File: src/rtl/ps2_ipif_pkg.sv
// ============================================================================
// ps2_ipif_pkg : shared encodings for the multi-channel PS/2 OPB slave IPIF
// Revision     : 1.0
// ============================================================================
`default_nettype none

package ps2_ipif_pkg;

  typedef logic [2:0] state_t;

  localparam state_t S_IDLE   = 3'd0;
  localparam state_t S_DECODE = 3'd1;
  localparam state_t S_REQ    = 3'd2;
  localparam state_t S_WAIT   = 3'd3;
  localparam state_t S_RESP   = 3'd4;

  localparam logic [2:0] REG_ISR = 3'd0;
  localparam logic [2:0] REG_IER = 3'd1;
  localparam logic [2:0] REG_GIE = 3'd2;

  localparam int CH_STRIDE_LOG2 = 12;

  typedef struct packed {
    logic ack;
    logic err;
    logic retry;
  } resp_t;

  // The slot one past the last PS/2 channel holds the local interrupt registers.
  function automatic logic is_local_slot(input logic [3:0] ch, input int num_ch);
    return ch == 4'(num_ch);
  endfunction

endpackage

`default_nettype wire

File: src/rtl/ps2_intr_ctrl.sv
// ============================================================================
// ps2_intr_ctrl : per-channel edge capture, ISR/IER/GIE and merged interrupt
// Revision      : 1.0
// ============================================================================
`default_nettype none

module ps2_intr_ctrl
  import ps2_ipif_pkg::*;
#(
  parameter int C_NUM_CH = 2,
  parameter int C_DWIDTH = 8
) (
  input  logic                clk,
  input  logic                rst_n,
  input  logic [C_NUM_CH-1:0] intr_in,
  input  logic                wr_en,
  input  logic [2:0]          reg_sel,
  input  logic [C_DWIDTH-1:0] wdata,
  output logic [C_DWIDTH-1:0] rdata,
  output logic                sys_intr
);

  logic [C_NUM_CH-1:0] intr_prev_q;
  logic [C_NUM_CH-1:0] isr_q, isr_d;
  logic [C_NUM_CH-1:0] ier_q, ier_d;
  logic [C_NUM_CH-1:0] rise;
  logic                gie_q, gie_d;
  logic                sys_intr_q, sys_intr_d;
  logic                unused_wdata;

  assign unused_wdata = &{1'b0, wdata};

  always_comb begin
    rise  = intr_in & ~intr_prev_q;
    isr_d = isr_q;
    ier_d = ier_q;
    gie_d = gie_q;
    if (wr_en) begin
      case (reg_sel)
        REG_ISR: isr_d = isr_q & ~wdata[C_NUM_CH-1:0];
        REG_IER: ier_d = wdata[C_NUM_CH-1:0];
        REG_GIE: gie_d = wdata[0];
        default: ;
      endcase
    end
    // A new edge in the same cycle as a write-1-to-clear must not be lost.
    isr_d      = isr_d | rise;
    sys_intr_d = gie_q & (|(isr_q & ier_q));
  end

  always_comb begin
    rdata = '0;
    case (reg_sel)
      REG_ISR: rdata = C_DWIDTH'(isr_q);
      REG_IER: rdata = C_DWIDTH'(ier_q);
      REG_GIE: rdata = C_DWIDTH'(gie_q);
      default: rdata = '0;
    endcase
  end

  always_ff @(posedge clk or negedge rst_n) begin
    if (!rst_n) begin
      intr_prev_q <= '0;
      isr_q       <= '0;
      ier_q       <= '0;
      gie_q       <= 1'b0;
      sys_intr_q  <= 1'b0;
    end else begin
      intr_prev_q <= intr_in;
      isr_q       <= isr_d;
      ier_q       <= ier_d;
      gie_q       <= gie_d;
      sys_intr_q  <= sys_intr_d;
    end
  end

  assign sys_intr = sys_intr_q;

endmodule

`default_nettype wire

File: src/rtl/opb_ipif_slv_ps2_reg_multi.sv
// ============================================================================
// opb_ipif_slv_ps2_reg_multi : OPB slave IPIF for a bank of PS/2 controllers
// Revision                   : 1.0
// ============================================================================
`default_nettype none

module opb_ipif_slv_ps2_reg_multi
  import ps2_ipif_pkg::*;
#(
  parameter logic [31:0] C_BASEADDR    = 32'hA900_0000,
  parameter int          C_NUM_CH      = 2,
  parameter int          C_DWIDTH      = 8,
  parameter int          C_ACK_TIMEOUT = 16
) (
  input  logic                    OPB_Clk,
  input  logic                    OPB_Rst_n,
  input  logic [31:0]             OPB_ABus,
  input  logic [3:0]              OPB_BE,
  input  logic [31:0]             OPB_DBus,
  input  logic                    OPB_RNW,
  input  logic                    OPB_select,
  input  logic                    OPB_seqAddr,
  output logic [31:0]             Sl_DBus,
  output logic                    Sl_DBusEn,
  output logic                    Sl_xferAck,
  output logic                    Sl_errAck,
  output logic                    Sl_retry,
  output logic                    Sl_toutSup,
  output logic                    Sys_Intr,
  input  logic [C_DWIDTH-1:0]     IP2Bus_Data,
  input  logic                    IP2Bus_RdAck,
  input  logic                    IP2Bus_WrAck,
  input  logic                    IP2Bus_Error,
  input  logic                    IP2Bus_Retry,
  input  logic                    IP2Bus_ToutSup,
  input  logic [C_NUM_CH-1:0]     IP2Bus_Intr,
  output logic [31:0]             Bus2IP_Addr,
  output logic [3:0]              Bus2IP_BE,
  output logic [C_DWIDTH-1:0]     Bus2IP_Data,
  output logic [C_NUM_CH*8-1:0]   Bus2IP_RegCE,
  output logic                    Bus2IP_RdReq,
  output logic                    Bus2IP_WrReq
);

  localparam int         CE_W     = C_NUM_CH * 8;
  localparam logic [3:0] LOCAL_CH = 4'(C_NUM_CH);
  localparam logic [7:0] TO_LAST  = 8'(C_ACK_TIMEOUT - 1);

  state_t                state_q, state_d;
  logic [31:0]           addr_q, addr_d;
  logic [3:0]            be_q, be_d;
  logic [C_DWIDTH-1:0]   wdata_q, wdata_d;
  logic [C_DWIDTH-1:0]   rdata_q, rdata_d;
  logic                  rnw_q, rnw_d;
  logic                  local_q, local_d;
  logic [CE_W-1:0]       ce_q, ce_d;
  logic [7:0]            cnt_q, cnt_d;
  resp_t                 resp_q, resp_d;
  logic                  tout_q;

  logic [3:0]            dec_ch;
  logic [2:0]            dec_reg;
  logic                  dec_hit;
  logic                  dec_local;
  logic [CE_W-1:0]       dec_ce;
  logic                  ip_ack;
  logic                  loc_we;
  logic [C_DWIDTH-1:0]   loc_rdata;
  logic                  unused_in;

  assign unused_in = &{1'b0, OPB_seqAddr, OPB_DBus};

  // OPB numbers bits MSB-first: ABus[0:15] is addr[31:16], ch is ABus[16:19], reg is ABus[27:29].
  always_comb begin
    dec_ch    = OPB_ABus[CH_STRIDE_LOG2 +: 4];
    dec_reg   = OPB_ABus[4:2];
    dec_local = is_local_slot(dec_ch, C_NUM_CH);
    dec_hit   = (OPB_ABus[31:16] == C_BASEADDR[31:16]) && (dec_ch <= LOCAL_CH) &&
                (OPB_ABus[11:5] == 7'd0);
    for (int i = 0; i < CE_W; i++) begin
      dec_ce[i] = !dec_local && (7'(i) == {dec_ch, dec_reg});
    end
  end

  assign ip_ack = rnw_q ? IP2Bus_RdAck : IP2Bus_WrAck;

  always_comb begin
    state_d = state_q;
    addr_d  = addr_q;
    be_d    = be_q;
    wdata_d = wdata_q;
    rdata_d = rdata_q;
    rnw_d   = rnw_q;
    local_d = local_q;
    ce_d    = ce_q;
    cnt_d   = cnt_q;
    resp_d  = '0;
    loc_we  = 1'b0;
    case (state_q)
      S_IDLE: begin
        if (OPB_select && dec_hit) begin
          state_d = S_DECODE;
          addr_d  = OPB_ABus;
          be_d    = OPB_BE;
          wdata_d = OPB_DBus[31 -: C_DWIDTH];
          rnw_d   = OPB_RNW;
          local_d = dec_local;
          ce_d    = dec_ce;
        end
      end
      S_DECODE: begin
        if (!OPB_select) begin
          state_d = S_IDLE;
          ce_d    = '0;
        end else if (local_q) begin
          state_d    = S_RESP;
          rdata_d    = loc_rdata;
          loc_we     = !rnw_q;
          resp_d.ack = 1'b1;
        end else begin
          state_d = S_REQ;
        end
      end
      S_REQ: begin
        if (!OPB_select) begin
          state_d = S_IDLE;
          ce_d    = '0;
        end else begin
          state_d = S_WAIT;
          cnt_d   = '0;
          rdata_d = '0;
        end
      end
      S_WAIT: begin
        if (!OPB_select) begin
          state_d = S_IDLE;
          ce_d    = '0;
        end else if (ip_ack) begin
          state_d    = S_RESP;
          rdata_d    = IP2Bus_Data;
          resp_d.ack = 1'b1;
          resp_d.err = IP2Bus_Error;
        end else if (IP2Bus_Retry) begin
          state_d      = S_RESP;
          resp_d.retry = 1'b1;
        end else if (cnt_q == TO_LAST) begin
          state_d    = S_RESP;
          resp_d.ack = 1'b1;
          resp_d.err = 1'b1;
        end else begin
          cnt_d = cnt_q + 8'd1;
        end
      end
      S_RESP: begin
        state_d = S_IDLE;
        ce_d    = '0;
      end
      default: begin
        state_d = S_IDLE;
        ce_d    = '0;
      end
    endcase
  end

  always_ff @(posedge OPB_Clk or negedge OPB_Rst_n) begin
    if (!OPB_Rst_n) begin
      state_q <= S_IDLE;
      addr_q  <= '0;
      be_q    <= '0;
      wdata_q <= '0;
      rdata_q <= '0;
      rnw_q   <= 1'b0;
      local_q <= 1'b0;
      ce_q    <= '0;
      cnt_q   <= '0;
      resp_q  <= '0;
      tout_q  <= 1'b0;
    end else begin
      state_q <= state_d;
      addr_q  <= addr_d;
      be_q    <= be_d;
      wdata_q <= wdata_d;
      rdata_q <= rdata_d;
      rnw_q   <= rnw_d;
      local_q <= local_d;
      ce_q    <= ce_d;
      cnt_q   <= cnt_d;
      resp_q  <= resp_d;
      tout_q  <= IP2Bus_ToutSup;
    end
  end

  ps2_intr_ctrl #(
    .C_NUM_CH (C_NUM_CH),
    .C_DWIDTH (C_DWIDTH)
  ) u_intr (
    .clk      (OPB_Clk),
    .rst_n    (OPB_Rst_n),
    .intr_in  (IP2Bus_Intr),
    .wr_en    (loc_we),
    .reg_sel  (addr_q[4:2]),
    .wdata    (wdata_q),
    .rdata    (loc_rdata),
    .sys_intr (Sys_Intr)
  );

  assign Sl_DBusEn    = 1'b1;
  assign Sl_xferAck   = resp_q.ack;
  assign Sl_errAck    = resp_q.err;
  assign Sl_retry     = resp_q.retry;
  assign Sl_DBus      = (resp_q.ack && rnw_q) ? (32'(rdata_q) << (32 - C_DWIDTH)) : 32'd0;
  assign Sl_toutSup   = tout_q && ((state_q == S_REQ) || (state_q == S_WAIT));
  assign Bus2IP_Addr  = addr_q;
  assign Bus2IP_BE    = be_q;
  assign Bus2IP_Data  = wdata_q;
  assign Bus2IP_RegCE = ce_q;
  assign Bus2IP_RdReq = (state_q == S_REQ) && rnw_q;
  assign Bus2IP_WrReq = (state_q == S_REQ) && !rnw_q;

endmodule

`default_nettype wire

File: config.mk
export PLATFORM = sky130hd
export DESIGN_NAME = opb_ipif_slv_ps2_reg_multi
export DESIGN_NICKNAME = d
export VERILOG_FILES = /design/src/rtl/ps2_ipif_pkg.sv /design/src/rtl/ps2_intr_ctrl.sv /design/src/rtl/opb_ipif_slv_ps2_reg_multi.sv
export SDC_FILE = /design/constraint.sdc
export NUM_CORES = 1
export LEC_CHECK = 0
export CAP_MARGIN = 20
export CELL_PAD_IN_SITES_DETAIL_PLACEMENT = 0
export CELL_PAD_IN_SITES_GLOBAL_PLACEMENT = 1
export CORE_AREA = 2 2 140 101
export CTS_CLUSTER_DIAMETER = 40
export DETAILED_ROUTE_END_ITERATION = 8
export DIE_AREA = 0 0 142 103
export PLACE_DENSITY = 0.83
export RECOVER_POWER = 100
export SLEW_MARGIN = 30
export SYNTH_ARGS = -nofsm -noshare
export SYNTH_HDL_FRONTEND = slang
export SYNTH_SLANG_ARGS = --single-unit
File: constraint.sdc
create_clock -name OPB_Clk -period 2.5 [get_ports OPB_Clk]
set_clock_uncertainty 0.1 [all_clocks]
set_input_delay 0.375 -clock OPB_Clk [delete_from_list [all_inputs] [get_ports OPB_Clk]]
set_output_delay 0.375 -clock OPB_Clk [all_outputs]
set_load 0.02 [all_outputs]
# Word level (Yosys, flattened, before mapping)

Cells that the tools add are included.

Shift operators: 0
$add $sub $neg: 1
Eq/ne operators: 34
Divide/modulo/power cells: 0
Bitwise gates (word level): 7
$mul: 0
Magnitude comparators: 1
Multiplexer cells: 41
Reduce and logical (&&, ||, !) cells: 41

Operator list:

| operator                                             | number |
|---|---|
| two-way mux 8 bit                                    | 9 |
| equality test 4 x 7 -> 1 bit (first input constant)  | 8 |
| two-way mux 16 bit                                   | 2 |
| two-way mux 32 bit                                   | 1 |
| one-hot mux 16 bit (2 select lines)                  | 1 |
| equality test 3 x 7 -> 1 bit (first input constant)  | 4 |
| two-way mux 3 bit                                    | 8 |
| one-hot mux 8 bit (3 select lines)                   | 1 |
| logical AND 1 bit                                    | 23 |
| != test 2 bit (second input constant)                | 10 |
| equality test 16 bit (second input constant)         | 1 |
| one-hot mux 8 bit (2 select lines)                   | 1 |
| equality test 2 x 7 -> 1 bit (first input constant)  | 2 |
| zero test 7 bit                                      | 2 |
| two-way mux 2 bit                                    | 7 |
| one-hot mux 3 bit (4 select lines)                   | 1 |
| AND reduction 6 bit                                  | 2 |
| AND reduction 2 bit                                  | 5 |
| equality test 3 x 2 -> 1 bit (second input constant) | 3 |
| adder 8 x 1 -> 8 bit (second input constant)         | 1 |
| equality test 8 x 4 -> 1 bit (second input constant) | 1 |
| two-way mux 1 bit                                    | 8 |
| equality test 1 x 7 -> 1 bit (first input constant)  | 1 |
| bitwise AND 2 bit                                    | 3 |
| 16 further kinds                                     | 20 |

ROM bits: 0
Memories kept: 0
Register bits: 93
Output and inout port bits: 100
Bits of input ports: 88
Memory bits (writable): 0
Latch bits: 0

# Depth between registers and ports, before layout

Depth in word-level cells: 6
Mapped depth: 7
Gate-level depth less buffers: 5

# Modules after synthesis

A second synthesis with hierarchy kept.

Cell total of the unflattened synthesis: 383
Area, all modules: 4276.6 µm²

Modules (own cells, without submodules):

| module                     | times used | seq. area each (µm²) | cells an instance | area an instance (µm²) |
|---|---|---|---|---|
| opb_ipif_slv_ps2_reg_multi | 1          | 2127.0               | 348               | 3861.2 |
| ps2_intr_ctrl              | 1          | 200.2                | 35                | 415.4 |

# Worst setup path after synthesis

Ideal clock, no wire load.

Kind: input -> register
From: input port OPB_ABus[23]
To: register addr_q[12], in the netlist Bus2IP_Addr[12]
Slack: 477 ps
Arrival: 1798 ps
Stages on the path: 6
Data required time: 2275 ps
Cells stage by stage: or4b_4 -> nor2_1 -> and3_1 -> buf_4 -> buf_4 -> mux2_2

Cells in the longest elaborated chain, start to end: 5

RTL lines:

| what                                 | RTL line                          | source |
|---|---|---|
| from (decl)                          | opb_ipif_slv_ps2_reg_multi.sv:17  | `input logic [31:0] OPB_ABus,` |
| equality test 16 bit                 | opb_ipif_slv_ps2_reg_multi.sv:78  | `dec_hit = (OPB_ABus[31:16] == C_BASEADDR[31:16]) && (dec_ch <= LOCAL_CH) &&` |
| logical AND 1 bit (2 in a row)       | opb_ipif_slv_ps2_reg_multi.sv:78  |  |
| logical AND 1 bit                    | opb_ipif_slv_ps2_reg_multi.sv:101 | `if (OPB_select && dec_hit) begin` |
| AND reduction 2 bit (no source line) | -                                 |  |
| to (signal assigned)                 | opb_ipif_slv_ps2_reg_multi.sv:180 | `addr_q <= addr_d;` |
| to (decl)                            | opb_ipif_slv_ps2_reg_multi.sv:50  | `logic [31:0] addr_q, addr_d;` |

Every way passes these cells.
A chain may end at the register's enable or synchronous reset.

# Final worst setup path

From: register state_q[2]
To: output port Sl_toutSup

Cells in the longest elaborated chain, start to end: 3
Elaborated cells between the ends (all ways): 4
Those cells by class: eq/ne: 2; reduce/logical: 2

RTL lines:

| what                         | RTL line                          | source |
|---|---|---|
| from (decl)                  | opb_ipif_slv_ps2_reg_multi.sv:49  | `state_t state_q, state_d;` |
| from (signal assigned)       | opb_ipif_slv_ps2_reg_multi.sv:179 | `state_q <= state_d;` |
| equality test 3 x 2 -> 1 bit | opb_ipif_slv_ps2_reg_multi.sv:212 | `assign Sl_toutSup = tout_q && ((state_q == S_REQ) \|\| (state_q == S_WAIT));` |
| logical OR 1 bit (*)         | opb_ipif_slv_ps2_reg_multi.sv:212 |  |
| logical AND 1 bit (*)        | opb_ipif_slv_ps2_reg_multi.sv:212 |  |
| to (decl)                    | opb_ipif_slv_ps2_reg_multi.sv:28  | `output logic Sl_toutSup,` |

Every way passes the cells marked *; elsewhere a longest branch is shown, timed or not.

==> metrics <==
Max clock buf depth 2; unrepaired setup endpoints after global routing false; FF+latch count, synth 93; vias in the first global route 3,257; Seq/Total Area, Yosys 0.5559; register area roughly 2300 um^2; fin area about 6000 um^2; ANT nets after route 0; biggest cell delay along the critical path approximately 0.60 ns; Post-Syn Area 4187 um^2; initial antenna violation count 0; Vias/cell approximately 4.8; initial detailed-routing violation count 177; CP Class register to output pin; Clock Latency Late Sink approximately 0.33 ns; setup_tns 0 ns; Worst Tran Pin Value around 1.1 ns; Final Critical Period 2.379 ns; final worst path period share 0.9517; Worst EP arrival 1.90 ns; Worst EP required just over 2 ns; GRT overflow 0; slowest CP cell clkdlybuf4s50_1; Max-Cap Viols 0; Num CTS Buffers 9; area taken by multi-input logic gates approximately 1600 um^2; Final Hold Viols 0; Post-synth EDFFs 0; yosys warns 0; Non-Filler Instances 671; die area 14,630 um^2; fillers roughly 1,200; IO Port Bufs 137; Layout area overhead 42.65%; DRC viols 0; Hold Crit Class register to register; setup ws final about 0.12 ns; routed len/inst around 15 um; FF-to-FF path depth 4; Lkg Pwr between 2 and 3 nW; Die H 103 um; nets@finish between 500 and 600; CTS tree built; share of post-route cells with drive strength above 1 0.1520; via count roughly 3,200; Clock Root Buffer clkbuf_16; CTS HTree Levels 3; row cnt 36; GRT Util Overall 0.1477; pin count of the biggest net entering global routing 54; crit end category output pin; drt pass-1 iters 4; first-pass GRT wire length between 15 and 20 mm; status completed; Post-synth ARST share 1.000; Hold Path Stages 1; Mean Syn Cell Area about 12 um^2; DRT Wirelength approximately 10 mm; # IOs between 150 and 200; Die X approximately 140 um; dpl ws -0.002113 ns; Cell variety after synth 51; fmax 420.3 MHz; CP max FO 9; worst relative slew slack 0.2854; Area after DPL roughly 5700 um^2; max-slew violations 0; maximum vdd ir drop between 0.0003 and 0.0004 V; final setup vio count 0; Top FF cell, synth dfrtp_1; Pwr Density 522.5 nW/um^2; critical path cell sequence nor2b_4, buf_4, and2_1, clkdlybuf4s50_1; placed cells between 600 and 700; n_diodes 0; RePlAce Congestion 0.8089; total core area 13,470 um^2; Worst Setup Start Kind register; post-CTS setup buffers 0; Syn Inst Count 353; clk slew on worst S/H paths 0.06 ns; DP HPWL approximately 7.5 mm; sinks on the clock net 93; Initial Util 0.3109
sequential cells by signal (all words and copies together), names as in the netlist, 2 cells and up:
name                count
Bus2IP_Addr            32
Bus2IP_RegCE           16
Bus2IP_Data             8
cnt_q                   8
rdata_q                 8
Bus2IP_BE               4
state_q                 3
u_intr.ier_q            2
u_intr.intr_prev_q      2
u_intr.isr_q            2
synth_stat cells (3+ instances only):
library cell | number | area [um^2]
or2_2 | 6 | 37.54
buf_4 | 28 | 210.2
o21ai_0 | 11 | 55.05
nand2_1 | 11 | 41.29
nor4_1 | 4 | 25.02
inv_1 | 7 | 26.28
nor3_1 | 14 | 70.07
a22o_1 | 11 | 96.34
nand2b_1 | 6 | 37.54
clkbuf_1 | 4 | 15.01
dfrtp_1 | 93 | 2327
o311ai_0 | 3 | 26.28
or4_1 | 3 | 22.52
buf_2 | 6 | 30.03
a31oi_1 | 3 | 18.77
nor2b_1 | 23 | 143.9
a22o_2 | 6 | 60.06
mux2_2 | 34 | 382.9
mux2i_1 | 3 | 30.03
or3_1 | 4 | 25.02
nor2_1 | 13 | 48.80
nand3b_1 | 3 | 22.52
nand3_1 | 5 | 25.02
and3_1 | 16 | 100.1
per-stage QoR:
stage	util	hold slack, ns	power [mW]
finish	0.4434	0.3256	3.120
global route	0.4434	0.3584	3.254
CTS	0.4456	0.3258	3.165
detailed placement	0.4222	0.3089	1.766
global placement	0.4222	0.3059	1.762
floorplan	-	-0.02059	1.646
report_power, final:
part	switching (mW)	total [mW]	leakage (nW)	internal [mW]
Clock	0.583	1.39	0.142	0.805
Sequential	0.0106	1.53	1.28	1.52
Combinational	0.101	0.204	1.54	0.103
Total	0.694	3.12	2.96	2.43
per-layer routing:
layer,vias up,share of wire,global-route usage
met2,120,0.46,0.2404
met3,10,0.078,0.05109
met1,1579,0.45,0.1902
met5,-,0,0
li1,1494,-,-
met4,0,0.012,0.03846
timing repair:
action | CTS | global route
hold buffers | 1 | 0
setup endpoints to repair | 1 | 2
endpoints found under the hold margin | 40 | 0
cloned | 0 | 0
gates resized for setup | 1 | 2
worst max-delay path: cells and delay by family (launching register included):
kind / cells / cell delay, ns
buf+inv: 2 / 0.77
flops: 1 / 0.48
simple gates: 2 / 0.32
path summary, 6_finish.rpt:
kind                                            start          endpoint  slack (ns)
worst min register to register  u_intr.intr_prev_q[0]   u_intr.isr_q[0]        0.33
worst min-delay path            u_intr.intr_prev_q[0]   u_intr.isr_q[0]        0.33
min in group asynchronous                   OPB_Rst_n   Bus2IP_Addr[13]        0.68
max in group asynchronous                   OPB_Rst_n   Bus2IP_Addr[30]        0.78
worst max register to register             state_q[0]  Bus2IP_RegCE[12]        0.30
worst max-delay path                       state_q[2]        Sl_toutSup        0.12
cells by family (layout without fill, tap and decap cells):
logic type	after synthesis	count (layout)	share of synthesized area
DFF	93	93	0.5559
muxes	37	37	0.09863
buffers and inverters	49	173	0.07442
and+or+nand+nor	122	122	0.1763
AOI/OAI and AO/OA	49	49	0.08996
adders and majority gates	1	1	0.002988
other	2	25	0.001794
cell type report:
| cell class | count | share of cell area |
|---|---|---|
| clock buffer | 11 | 0.04065 |
| clock inverter | 5 | 0.009847 |
| inverter | 7 | 0.004400 |
| multi-input combinational | 234 | 0.2726 |
| sequential | 93 | 0.3897 |
| tap | 171 | 0.03583 |
| timing repair buffer | 150 | 0.2470 |
placed cells by master, fill, tap and decap left out, types with 3 or more instances in the layout:
master           synthesis  layout
a22o_1                  11      11
conb_1                   2      25
clkbuf_16                0       9
or2_2                    6       6
nor3_1                  14      14
clkdlybuf4s50_1          0      64
a31oi_1                  3       3
nor2_1                  13      13
nand2b_1                 6       6
nand2_1                 11      11
dfrtp_1                 93      93
o311ai_0                 3       3
a22o_2                   6       6
or3_1                    4       4
and3_1                  16      16
nor4_1                   4       4
or4_1                    3       3
o21ai_0                 11      12
inv_1                    7       7
nand3_1                  5       5
nand3b_1                 3       3
buf_4                   28       6
clkbuf_1                 4       4
mux2_2                  34      33
mux2i_1                  3       3
dlygate4sd3_1            0      72
nor2b_1                 23      22
Power figures use the tool's default switching activity.
